## config.mk

```make
export PLATFORM = sky130hd
export DESIGN_NAME = vote_tally
export DESIGN_NICKNAME = d
export VERILOG_FILES = /design/src/rtl/vote_pkg.sv /design/src/rtl/vote_popcount.sv /design/src/rtl/vote_tally.sv
export SDC_FILE = /design/constraint.sdc
export NUM_CORES = 1
export LEC_CHECK = 0
export ABC_AREA = 0
export CORE_ASPECT_RATIO = 1.25
export CORE_MARGIN = 1.5
export CORE_UTILIZATION = 50
export CTS_BUF_LIST = sky130_fd_sc_hd__clkbuf_8
export DETAILED_ROUTE_END_ITERATION = 12
export PLACE_DENSITY = 0.8
export SYNTH_ARGS = -nofsm -noshare
export SYNTH_HDL_FRONTEND = slang
export SYNTH_HIERARCHICAL = 1
export SYNTH_SLANG_ARGS = --single-unit
export TNS_END_PERCENT = 10
```

## constraint.sdc

```tcl
create_clock -name clk -period 3.9 [get_ports clk]
set_input_delay 0.975 -clock clk [delete_from_list [all_inputs] [get_ports clk]]
set_output_delay 0.975 -clock clk [all_outputs]
set_load 0.02 [all_outputs]
```

## src/rtl/vote_pkg.sv

```systemverilog
// Shared types and helpers for the vote tally unit.
// The session FSM states and the count width rule live here.
package vote_pkg;

   typedef enum logic [1:0] {
      IDLE,
      COLLECT,
      RESULT
   } vote_state_t;

   function automatic int cnt_width(input int n);
      return $clog2(n + 1);
   endfunction

endpackage

```

## src/rtl/vote_popcount.sv

```systemverilog
// Combinational population count of a W-bit vector.
// The result is wide enough to hold the value W itself.
module vote_popcount
   import vote_pkg::*;
#(
   parameter int W = 5,
   localparam int CW = cnt_width(W)
) (
   input  logic [W-1:0]  bits,
   output logic [CW-1:0] count
);

   always_comb begin
      count = '0;
      for (int i = 0; i < W; i++) begin
         count = count + CW'(bits[i]);
      end
   end

endmodule

```

## src/rtl/vote_tally.sv

```systemverilog
// N-voter tally: opens a session on start, latches one vote per voter,
// closes on all-voted, window timeout or (optionally) a decided outcome.
module vote_tally
   import vote_pkg::*;
#(
   parameter int N_VOTERS = 5,
   parameter int THRESH   = 3,
   parameter int WINDOW   = 16,
   parameter int EARLY    = 0,
   localparam int CW = cnt_width(N_VOTERS)
) (
   input  logic                clk,
   input  logic                rst,
   input  logic                start,
   input  logic [N_VOTERS-1:0] vote_yes,
   input  logic [N_VOTERS-1:0] vote_no,
   output logic                busy,
   output logic                done,
   output logic                pass,
   output logic [CW-1:0]       yes_count,
   output logic [CW-1:0]       no_count,
   output logic [N_VOTERS-1:0] voted
);

   // A one-cycle window still needs a one-bit timer.
   localparam int TW = (WINDOW > 1) ? $clog2(WINDOW) : 1;
   localparam logic [CW-1:0] THR       = CW'(THRESH);
   localparam logic [CW-1:0] NO_LIMIT  = CW'(N_VOTERS - THRESH);
   localparam logic [TW-1:0] LAST_TICK = TW'(WINDOW - 1);

   if (N_VOTERS < 1 || THRESH < 1 || THRESH > N_VOTERS || WINDOW < 1) begin : g_bad_params
      $error("vote_tally: illegal parameter combination");
   end

   vote_state_t         state_q, state_d;
   logic [TW-1:0]       timer_q;
   logic [N_VOTERS-1:0] voted_q, voted_d;
   logic [N_VOTERS-1:0] new_yes, new_no;
   logic [CW-1:0]       yes_q, no_q, yes_d, no_d;
   logic [CW-1:0]       add_yes, add_no;
   logic                pass_q;
   logic                early_hit, finish;

   // Conflicting or absent requests leave the voter eligible.
   assign new_yes = vote_yes & ~vote_no & ~voted_q;
   assign new_no  = vote_no & ~vote_yes & ~voted_q;

   vote_popcount #(.W(N_VOTERS)) u_pop_yes (
      .bits  (new_yes),
      .count (add_yes)
   );

   vote_popcount #(.W(N_VOTERS)) u_pop_no (
      .bits  (new_no),
      .count (add_no)
   );

   assign voted_d = voted_q | new_yes | new_no;
   assign yes_d   = yes_q + add_yes;
   assign no_d    = no_q + add_no;

   // Exit is judged on next-state values so the closing cycle's votes count.
   assign early_hit = (EARLY != 0) && ((yes_d >= THR) || (no_d > NO_LIMIT));
   assign finish    = (&voted_d) || (timer_q == LAST_TICK) || early_hit;

   always_comb begin
      state_d = state_q;
      case (state_q)
         IDLE:    if (start) state_d = COLLECT;
         COLLECT: if (finish) state_d = RESULT;
         RESULT:  state_d = IDLE;
         default: state_d = IDLE;
      endcase
   end

   always_ff @(posedge clk) begin
      if (rst) begin
         state_q <= IDLE;
         timer_q <= '0;
         voted_q <= '0;
         yes_q   <= '0;
         no_q    <= '0;
         pass_q  <= 1'b0;
      end else begin
         state_q <= state_d;
         case (state_q)
            IDLE: begin
               if (start) begin
                  timer_q <= '0;
                  voted_q <= '0;
                  yes_q   <= '0;
                  no_q    <= '0;
                  pass_q  <= 1'b0;
               end
            end
            COLLECT: begin
               timer_q <= timer_q + TW'(1);
               voted_q <= voted_d;
               yes_q   <= yes_d;
               no_q    <= no_d;
               if (finish) pass_q <= (yes_d >= THR);
            end
            default: begin
            end
         endcase
      end
   end

   assign busy      = (state_q != IDLE);
   assign done      = (state_q == RESULT);
   assign pass      = pass_q;
   assign yes_count = yes_q;
   assign no_count  = no_q;
   assign voted     = voted_q;

endmodule

```

==> results of run 1 <==
[area by class of cell]
class	count	area share (%)
clock buffers	3	2.65
repair buffers	32	20.2
well taps	31	2.49
multi-input cells	91	47.5
flip-flops and latches	18	23.1
inverters	17	4.09
[where the power goes]
part	switching (mW)	internal, mW	total (mW)
Sequential	0.0141	0.196	0.210
Clock	0.0628	0.0688	0.132
Combinational	0.0874	0.0791	0.167
[state kept, by name, summed over array words and instances (netlist names)]
signal     flops
voted          5
timer_q        4
no_count       3
yes_count      3
state_q        2
pass           1
[path summary, 6_finish.rpt]
path | startpoint | to | depth (start not counted)
setup / recovery | vote_yes[3] | no_count[2] | 13
hold / removal | pass | pass | 2
setup reg to reg | voted[0] | yes_count[2] | 12
hold reg to reg | pass | pass | 2
[cell usage in the layout (no fill, tap or decap), types with 2 or more instances in the layout]
cell / instances
fa_1: 4
nor3b_2: 6
dfxtp_1: 18
ha_1: 5
nand2_1: 2
xor2_1: 6
fa_2: 2
clkdlybuf4s50_1: 22
a22oi_1: 7
nor3_1: 2
nor3b_1: 4
o22ai_1: 2
nor2_1: 17
clkbuf_8: 3
buf_4: 6
nor2b_1: 2
a21oi_1: 6
o21ai_0: 2
dlymetal6s2s_1: 4
nand2b_1: 2
inv_1: 17
[worst reg2reg max path, delay by kind of cell (launching register included)]
kind	cells	cell delay [ps]
buf+inv	3	180
flops	1	380
simple gates	2	270
compound gates	2	320
fa+ha+maj	4	1530
xor+xnor	1	170
[layer usage]
metal / wire [um] / GRT usage [%] / up-vias / part of all wire (%)
li1: - / - / 503 / -
met1: 1050 / 28.3 / 487 / 39
met2: 1480 / 39.2 / 31 / 55
met3: 86 / 4.18 / 6 / 3.2
met4: 68 / 9.80 / 0 / 2.5
met5: 0 / 0 / - / 0
[what timing repair did]
| action | CTS | global route |
|---|---|---|
| endpoints found under the setup margin | 2 | 3 |
| gates resized for setup | 4 | 10 |
| pin swaps | 0 | 1 |
[cell families (layout without fill, tap and decap cells)]
| logic type | after synthesis | after routing | synth area share [%] |
|---|---|---|---|
| buffers and inverters | 22 | 52 | 7.77 |
| AND/OR/NAND/NOR | 43 | 43 | 20.7 |
| flip-flops | 18 | 18 | 31.5 |
| XOR/XNOR | 8 | 8 | 6.13 |
| adder cells (fa/ha/maj) | 11 | 11 | 16.0 |
| multiplexers | 2 | 2 | 1.86 |
| AO/OA/AOI/OAI | 27 | 27 | 16.1 |
[per-stage QoR]
stage	cell area [um^2]	power (mW)	hold slack, ps	cells
6_report	1560	0.508	477	192
2_1_floorplan	1140	0.314	449	131
5_1_grt	1560	0.537	495	192
3_5_place_dp	1460	0.374	471	189
4_1_cts	1530	0.504	481	192
3_3_place_gp	1460	0.367	461	189
==> results.ini, run 1 <==
[setup_path]
crit_path_cell_trace = clkdlybuf4s50_1, buf_4, nor3b_2, inv_1, fa_1, inv_1, fa_1, ha_1, inv_1, fa_2, xor2_1, or3_1, a21oi_2
critPathCaptureType = flop
cpMaxStageDelayCell = fa_1
worst-path-buf-inv = 5
path_delay_family = adder cells
rrSetupSlack_ps = 910
path_class = in2reg
cp_slowest_stage_delay_ps = 480
critPathLaunchType = input pin
worstPathArrival_ps = 3950
critPathMaxFanout = 2
critPathRequiredTime_ps = 4080
crit_top_cell = inv_1

[sta]
tightest_slew_ps = 664
period_minus_slack_ps = 3770
setup_viol_count_final = 0
fin_crit_sh_pct = 96.6
hold_violations = 0
setup_slack_ps = 131
fmax_mhz = 265
rsz0062_at_grt = no
finalMaxSlewViolations = 0
max_slew_margin_pct = 55.6
skew_ps = 5.35
finalSetupTns_ps = 0

[drt]
num_vias = 1027
post_drt_via_cell_ratio = 5.35
dr.pass1.iters = 4
drt_wl_total_um = 2690
ant_nets = 0
first_iter_violations = 10
remaining_drc_errors = 0
avgRoutedWirePerCell_um = 14.0

[logic_synthesis]
netlist_area_um2 = 1140
ys_types = 39
yosysSeqAreaShare_pct = 31.5
synth_largest_area_cell = dfxtp_1
synth_edf_count = 0
yosysMostFrequentCell = dfxtp_1
ys_top_cells_by_area = dfxtp_1 32%, fa_1 11%, nor3b_1 6.6%
ys.flop_type = dfxtp_1
netlist_instances = 131
ys_seq_elements = 18
synth_common_cells = 18 x dfxtp_1, 17 x inv_1, 17 x nor2_1
synth_warnings = 6
async_flop_share_pct = 0
syn-num-nets = 155
syn_avg_cell_area_um2 = 8.73
synth_top_area_share_pct = 31.5

[clocking]
post_cts_buffers = 0
postCtsHoldBufs = 0
insertion_delay_ps = 260
clockBufferDepth = 2
htreeDepth = 1
root_buffer = clkbuf_8
path_clk_slew_ps = 70
clock_sinks = 18
cts_buffers = 3
cts_tree = done

[final_layout]
multiInputGateArea_um2 = 741
areaGrowthSynthToFinish_pct = 36.4
diodes = 0
nets = 187
utilization_pct = 71.3
drive_gt1_share_pct = 13.7
regArea_um2 = 360
nFillCells = 169

[die]
dieArea_um2 = 2580
ios = 27
die_w_um = 45.8
dieHeight_um = 56.5
core-area_um2 = 2190
start_util_pct = 52.3
rows = 19

[grt]
grt_pass1_vias = 1086
antenna_found_initial = 0
grt_max_degree = 19
grt_overflow = 0
grt_usage_pct = 23.4
grt_pass1_wl_um = 4420

[pwr]
power_density_nw_per_um2 = 325
p_leak_nw = 0.651
ir_drop_v = 0.000262

[place]
dp_hpwl_um = 2010
place.gp.congestion = 0.743
dp_slack_ps = -318
numPortBuffers = 26

[outcome]
status = completed

[run]
cap_violations = 0

[worst_hold_path]
hold_class = reg2reg

No activity file was read; power rests on OpenSTA's default activity.
==> run 2, diff against run 1 <==
--- a/config.mk
+++ b/config.mk
@@ -11,9 +11,8 @@
 export CORE_UTILIZATION = 50
 export CTS_BUF_LIST = sky130_fd_sc_hd__clkbuf_8
 export DETAILED_ROUTE_END_ITERATION = 12
-export PLACE_DENSITY = 0.8
+export PLACE_DENSITY = 0.81
 export SYNTH_ARGS = -nofsm -noshare
 export SYNTH_HDL_FRONTEND = slang
-export SYNTH_HIERARCHICAL = 1
 export SYNTH_SLANG_ARGS = --single-unit
 export TNS_END_PERCENT = 10
==> run 2 against run 1 <==
Effect of this change:
- fmax shrank 2.3%
- combinational power is essentially flat
- synthesized cell count shrank 5.3%
- register-to-register slack is essentially flat
- first-iteration DRC count grew 60%
- clock-buffer cell count is the same
- via count grew 0.19%
- sequential share of layout area grew 1.9 points
- critical endpoint is now yes_count[2]
- area after synthesis shrank 3.1%
- setup slack lost 88 ps
==> results.ini, run 2 <==
[final_layout]
areaGrowthSynthToFinish_pct = 30.2
nFillCells = 169  ; unchanged
layout_common_cells = 26 x clkdlybuf4s50_1, 22 x nor2_1, 18 x dfxtp_1, 10 x a21oi_1, 7 x or3b_1
largest_register_ffs = 5  ; unchanged
diodes = 0  ; unchanged
drive_gt1_share_pct = 6.67  ; -7.0 points
design_area_um2 = 1440  ; -7.5%
nets = 176  ; -5.9%
layout_commonest_cell = clkdlybuf4s50_1
finalNonFillerCells = 170  ; -11%

[grt]
grt_max_degree = 19  ; unchanged
grt_pass1_vias = 1003  ; -7.6%
grt_pass1_wl_um = 4320  ; -2.2%
grt_overflow = 0  ; unchanged
antenna_found_initial = 0  ; unchanged
grt_usage_pct = 23.5  ; +0.14 points

[logic_synthesis]
synth_edf_count = 0  ; unchanged
async_flop_share_pct = 0  ; unchanged
synth_warnings = 0  ; -6
syn-num-nets = 148  ; -4.5%
netlist_area_um2 = 1110  ; -3.1%
ys_seq_elements = 18  ; unchanged
netlist_instances = 124  ; -5.3%
ys_types = 38  ; -2.6%
ys.flop_type = dfxtp_1
ys_top_cells_by_area = dfxtp_1 33%, fa_1 11%, nor2_1 7.4%
yosysSeqAreaShare_pct = 32.5  ; +1.0 points
syn_avg_cell_area_um2 = 8.94  ; +2.4%
synth_largest_area_cell = dfxtp_1
synth_top_area_share_pct = 32.5  ; +1.0 points
synth_common_cells = 22 x nor2_1, 18 x dfxtp_1, 10 x a21oi_1
yosysMostFrequentCell = nor2_1

[outcome]
status = completed

[sta]
period_minus_slack_ps = 3860  ; +88.3 ps
whs_ps = 485  ; +7.38 ps
fmax_mhz = 259  ; -2.3%
skew_ps = 6.05  ; +0.697 ps
fin_crit_sh_pct = 98.9  ; +2.3 points
setup_viol_count_final = 0  ; unchanged
tightest_slew_ps = 702  ; +37.6 ps
finalMaxSlewViolations = 0  ; unchanged
hold_violations = 0  ; unchanged
max_slew_margin_pct = 53.1  ; -2.5 points
setup_slack_ps = 42.9  ; -88.3 ps

[drt]
first_iter_violations = 16  ; +6
post_drt_via_cell_ratio = 6.05  ; +13%
dr.pass1.iters = 6  ; +2
avgRoutedWirePerCell_um = 16.3  ; +16%
num_vias = 1029  ; +0.19%
remaining_drc_errors = 0  ; unchanged
ant_nets = 0  ; unchanged
drt_wl_total_um = 2770  ; +3.1%

[pwr]
clockPowerShare_pct = 26.2  ; +0.3 points
p_int_mw = 0.340  ; -1.1%
switching_share_pct = 32.9  ; +0.54 points
p_total_mw = 0.506  ; -0.27%
combPwrFrac_pct = 32.7  ; about the same
seq_power_share_pct = 41.1  ; -0.2 points
ir_drop_v = 0.000254  ; -3.2%
p_leak_nw = 0.557  ; -14%
p_sw_mw = 0.167  ; +1.4%
power_density_nw_per_um2 = 351  ; +7.8%

[place]
placed_area_um2 = 1390  ; -5.3%
dp_slack_ps = -190  ; +128 ps
numPortBuffers = 26  ; unchanged
place.gp.congestion = 0.779  ; +4.8%
dp_hpwl_um = 2110  ; +5.0%
placed_cells = 167  ; -12%

[clocking]
postCtsHoldBufs = 0  ; unchanged
htreeDepth = 1  ; unchanged
insertion_delay_ps = 260  ; about the same
cts_buffers = 3  ; unchanged
clockBufferDepth = 2  ; unchanged
cts_tree = done
path_clk_slew_ps = 60  ; about the same
root_buffer = clkbuf_8
clock_sinks = 18  ; unchanged

[die]
start_util_pct = 54.7  ; +2.4 points
ios = 27  ; unchanged
die_w_um = 45.1  ; -1.4%
core-area_um2 = 2030  ; -7.3%
rows = 18  ; -1
dieArea_um2 = 2510  ; -2.9%
dieHeight_um = 55.6  ; -1.5%

[worst_hold_path]
whs_endpoint = pass
worstHoldStart = pass
hold_class = reg2reg
hold_depth = 2  ; unchanged

[setup_path]
critPathCaptureType = flop
rrSetupSlack_ps = 920  ; about the same
critPathMaxFanout = 3  ; +1
critPathLaunchType = input pin
reg2reg_from = voted[1]
critPathRequiredTime_ps = 4020  ; -60 ps
worstReg2RegEnd = yes_count[2]
r2r_cells = 10  ; -2
worstPathArrival_ps = 3980  ; +30 ps
path_class = in2reg

[run]
cap_violations = 0  ; unchanged

==> run 2: changes by cell type in the layout (fill, tap and decap cells not counted), sizes merged, moves of 2 or more <==
cell | before | now
nor2 | 17 | 22
nor3b | 10 | 4
dlymetal6s2s | 4 | 0
or3b | 1 | 7
a22oi | 7 | 5
buf | 6 | 2
clkdlybuf4s50 | 22 | 26
inv | 17 | 7
a21oi | 7 | 10
==> run 2: power by group through the flow <==
stage	clock network [mW]	registers [mW]	logic (mW)
floorplan	0	0.219	0.0924
global placement	0	0.210	0.152
detailed placement	0	0.211	0.164
CTS	0.135	0.207	0.164
global route	0.140	0.210	0.181
finish	0.132	0.208	0.166
==> run 2: layout make-up <==
class	count	area [um^2]	area share, %
Multi-Input combinational cell	94	716	49.6
Inverter	7	26.3	1.82
Clock buffer	3	41.3	2.86
Timing Repair Buffer	28	275	19.1
Sequential cell	18	360	25.0
Tap cell	20	25.0	1.73
==> run 2: how the worst max path moves through the flow <==
stage | end | slack [ps] | start | depth (start not counted)
detailed placement | no_count[2] | -190 | vote_no[0] | 10
finish | yes_count[2] | 40 | vote_yes[1] | 11
global placement | yes_count[2] | -110 | vote_yes[1] | 11
CTS | no_count[2] | 80 | vote_no[0] | 10
floorplan | yes_count[2] | 540 | vote_no[1] | 10
global route | yes_count[2] | -20 | vote_yes[1] | 11
==> run 2: cells by family (layout without fill, tap and decap cells) <==
family / Yosys count / in the layout / synth area share [%]
AO/OA/AOI/OAI: 27 / 27 / 15.5
XOR/XNOR: 8 / 8 / 6.32
adder cells (fa/ha/maj): 11 / 11 / 16.5
buffers and inverters: 12 / 38 / 4.51
flip-flops: 18 / 18 / 32.5
multiplexers: 2 / 2 / 1.92
AND/OR/NAND/NOR: 46 / 46 / 22.8
==> run 2: stage by stage <==
stage / TNS, ps / util [%]
3_5_place_dp: -509 / 68.3
4_1_cts: 0 / 70.4
2_1_floorplan: 0 / -
5_1_grt: -17.9 / 71.2
3_3_place_gp: -275 / 68.3
6_report: 0 / 71.2
==> run 2: metal layers <==
metal	vias to the layer above	wire length (um)	GRT usage, %
met4	0	128	16.0
met1	494	1100	27.3
met3	14	136	4.55
li1	478	-	-
met2	43	1400	37.3
met5	-	0	0
==> run 2: worst max-delay path, stage by stage <==
cell	delay [ps]
clkdlybuf4s50_1	530
nor3b_1	240
ha_1	260
inv_1	80
fa_1	450
fa_1	450
fa_1	430
xor2_2	190
a21o_1	180
a21oi_1	140
nor2_1	50
==> run 2: timing repair <==
item                                   CTS  global route
endpoints found under the hold margin    0             0
resized for setup                        0             3
setup endpoints to repair                0             1
buffers inserted                         0             0
==> run 3, diff against run 2 <==
--- a/config.mk
+++ b/config.mk
@@ -8,10 +8,10 @@
 export ABC_AREA = 0
 export CORE_ASPECT_RATIO = 1.25
 export CORE_MARGIN = 1.5
-export CORE_UTILIZATION = 50
+export CORE_UTILIZATION = 42
 export CTS_BUF_LIST = sky130_fd_sc_hd__clkbuf_8
 export DETAILED_ROUTE_END_ITERATION = 12
-export PLACE_DENSITY = 0.81
+export PLACE_DENSITY_LB_ADDON = 0.08
 export SYNTH_ARGS = -nofsm -noshare
 export SYNTH_HDL_FRONTEND = slang
 export SYNTH_SLANG_ARGS = --single-unit
==> run 3 against run 2 <==
Effect of this change:
- cell count increased by 7.6%
- fmax increased by 4.1%
- non-clock buffer count unchanged
- clock-buffer cell count unchanged
==> results.ini, run 3 (synthesis gave the netlist of run 2 again) <==
[clocking]
cts_tree = done
path_clk_slew_ps = 70  ; about the same
root_buffer = clkbuf_8
postCtsHoldBufs = 0  ; unchanged
clockBufferDepth = 2  ; unchanged
htreeDepth = 1  ; unchanged
post_cts_buffers = 0  ; unchanged
clock_sinks = 18  ; unchanged
cts_buffers = 3  ; unchanged
insertion_delay_ps = 250  ; about the same

[setup_path]
critPathMaxFanout = 3  ; unchanged
critPathLaunchType = input pin
path_delay_family = adder cells
crit_path_cell_trace = clkdlybuf4s50_1, nor3b_2, ha_1, inv_1, fa_1, fa_1, fa_1, xor2_1, or3_1, a21oi_1
worstPathArrival_ps = 3880  ; -100 ps
path_class = in2reg
cpMaxStageDelayCell = clkdlybuf4s50_1
critPathCaptureType = flop
critPathRequiredTime_ps = 4080  ; +60 ps
crit_top_cell = fa_1
cp_slowest_stage_delay_ps = 520  ; about the same
worst-path-buf-inv = 2  ; unchanged

[sta]
period_minus_slack_ps = 3700  ; -152 ps
max_slew_margin_pct = 52.4  ; -0.70 points
hold_violations = 0  ; unchanged
finalMaxSlewViolations = 0  ; unchanged
rsz0062_at_grt = no
setup_viol_count_final = 0  ; unchanged
skew_ps = 6.53  ; +0.480 ps
fin_crit_sh_pct = 95.0  ; -3.9 points
tightest_slew_ps = 712  ; +10.5 ps
fmax_mhz = 270  ; +4.1%
setup_slack_ps = 195  ; +152 ps

[final_layout]
areaGrowthSynthToFinish_pct = 32.8
drive_gt1_share_pct = 8.67  ; +2.0 points
diodes = 0  ; unchanged
design_area_um2 = 1470  ; +2.0%
nets = 176  ; unchanged
nFillCells = 229  ; +36%
layout_common_cells = 26 x clkdlybuf4s50_1, 22 x nor2_1, 18 x dfxtp_1, 10 x a21oi_1, 7 x or3b_1
largest_register_ffs = 5  ; unchanged
layout_commonest_cell = clkdlybuf4s50_1
finalNonFillerCells = 183  ; +7.6%

[grt]
grt_usage_pct = 18.4  ; -5.1 points
grt_pass1_wl_um = 4200  ; -2.7%
grt_max_degree = 19  ; unchanged
grt_pass1_vias = 996  ; -0.70%
antenna_found_initial = 0  ; unchanged
grt_overflow = 0  ; unchanged

[place]
numPortBuffers = 26  ; unchanged
dp_hpwl_um = 1870  ; -11%
place.gp.congestion = 0.804  ; +3.2%
placed_cells = 180  ; +7.8%
dp_slack_ps = -128  ; +61.8 ps
placed_area_um2 = 1400  ; +1.2%

[outcome]
status = completed

[die]
dieHeight_um = 60.4  ; +8.6%
ios = 27  ; unchanged
core-area_um2 = 2480  ; +22%
start_util_pct = 44.7  ; -9.9 points
rows = 20  ; +2
die_w_um = 49.0  ; +8.5%
dieArea_um2 = 2960  ; +18%

[worst_hold_path]
hold_class = reg2reg

[drt]
post_drt_via_cell_ratio = 5.30  ; -12%
ant_nets = 0  ; unchanged
drt_wl_total_um = 2450  ; -12%
num_vias = 970  ; -5.7%
avgRoutedWirePerCell_um = 13.4  ; -18%
first_iter_violations = 21  ; +5
dr.pass1.iters = 4  ; -2
remaining_drc_errors = 0  ; unchanged

[pwr]
p_leak_nw = 0.563  ; +0.96%
ir_drop_v = 0.000170  ; -33%
p_total_mw = 0.494  ; -2.5%
power_density_nw_per_um2 = 335  ; -4.4%

[run]
cap_violations = 0  ; unchanged

## run 3: cell counts in the layout (fill, tap and decap cells not counted)
Identical to the previous run, type by type.
## run 3: metal layers
| metal | wire [um] | vias up | global-route usage [%] | part of all wire, % |
|---|---|---|---|---|
| met5 | 0 | - | 0 | 0 |
| li1 | - | 478 | - | - |
| met2 | 1270 | 26 | 35.8 | 52 |
| met4 | 38 | 0 | 8.57 | 1.6 |
| met3 | 74 | 4 | 1.48 | 3.0 |
| met1 | 1060 | 462 | 20.8 | 43 |
## run 3: path summary, 6_finish.rpt
kind / start / cells past startpoint / end / slack [ps]
worst max-delay path: vote_no[1] / 10 / no_count[2] / 200
worst min-delay path: pass / 2 / pass / 490
worst max register to register: voted[1] / 9 / no_count[2] / 1070
worst min register to register: pass / 2 / pass / 490
## run 3: repair_timing
item                       4_1_cts  5_1_grt
setup endpoints to repair        0        3
resized for setup                0        6
hold endpoints to repair         0        0
## run 3: cell type report
class                   instances  area (um^2)  area share, %
inverters                       7         26.3           1.78
flip-flops and latches         18          360           24.5
repair buffers                 28          275           18.7
clock buffers                   3         41.3           2.80
well taps                      33         41.3           2.80
multi-input cells              94          728           49.4
## run 3: power by group
group	leakage [nW]	switching [mW]	internal (mW)
Combinational	0.395	0.0832	0.0746
Clock	0.0216	0.0591	0.0685
Sequential	0.146	0.0126	0.195
## run 3: stage by stage
stage | setup TNS [ps] | utilization (%) | hold WS [ps]
floorplan | 0 | - | 471
global placement | -262 | 56.6 | 470
detailed placement | -361 | 56.6 | 482
CTS | 0 | 58.2 | 493
global route | 0 | 59.4 | 549
finish | 0 | 59.4 | 488
## run 3: worst register-to-register path, delay by kind of cell, from the launching register on
kind	cells	cell delay, ps
adders and majority gates	4	1480
DFF	1	370
buffers and inverters	1	70
xor gates and xnor gates	1	180
and+or+nand+nor	2	520
AOI/OAI and AO/OA	1	130
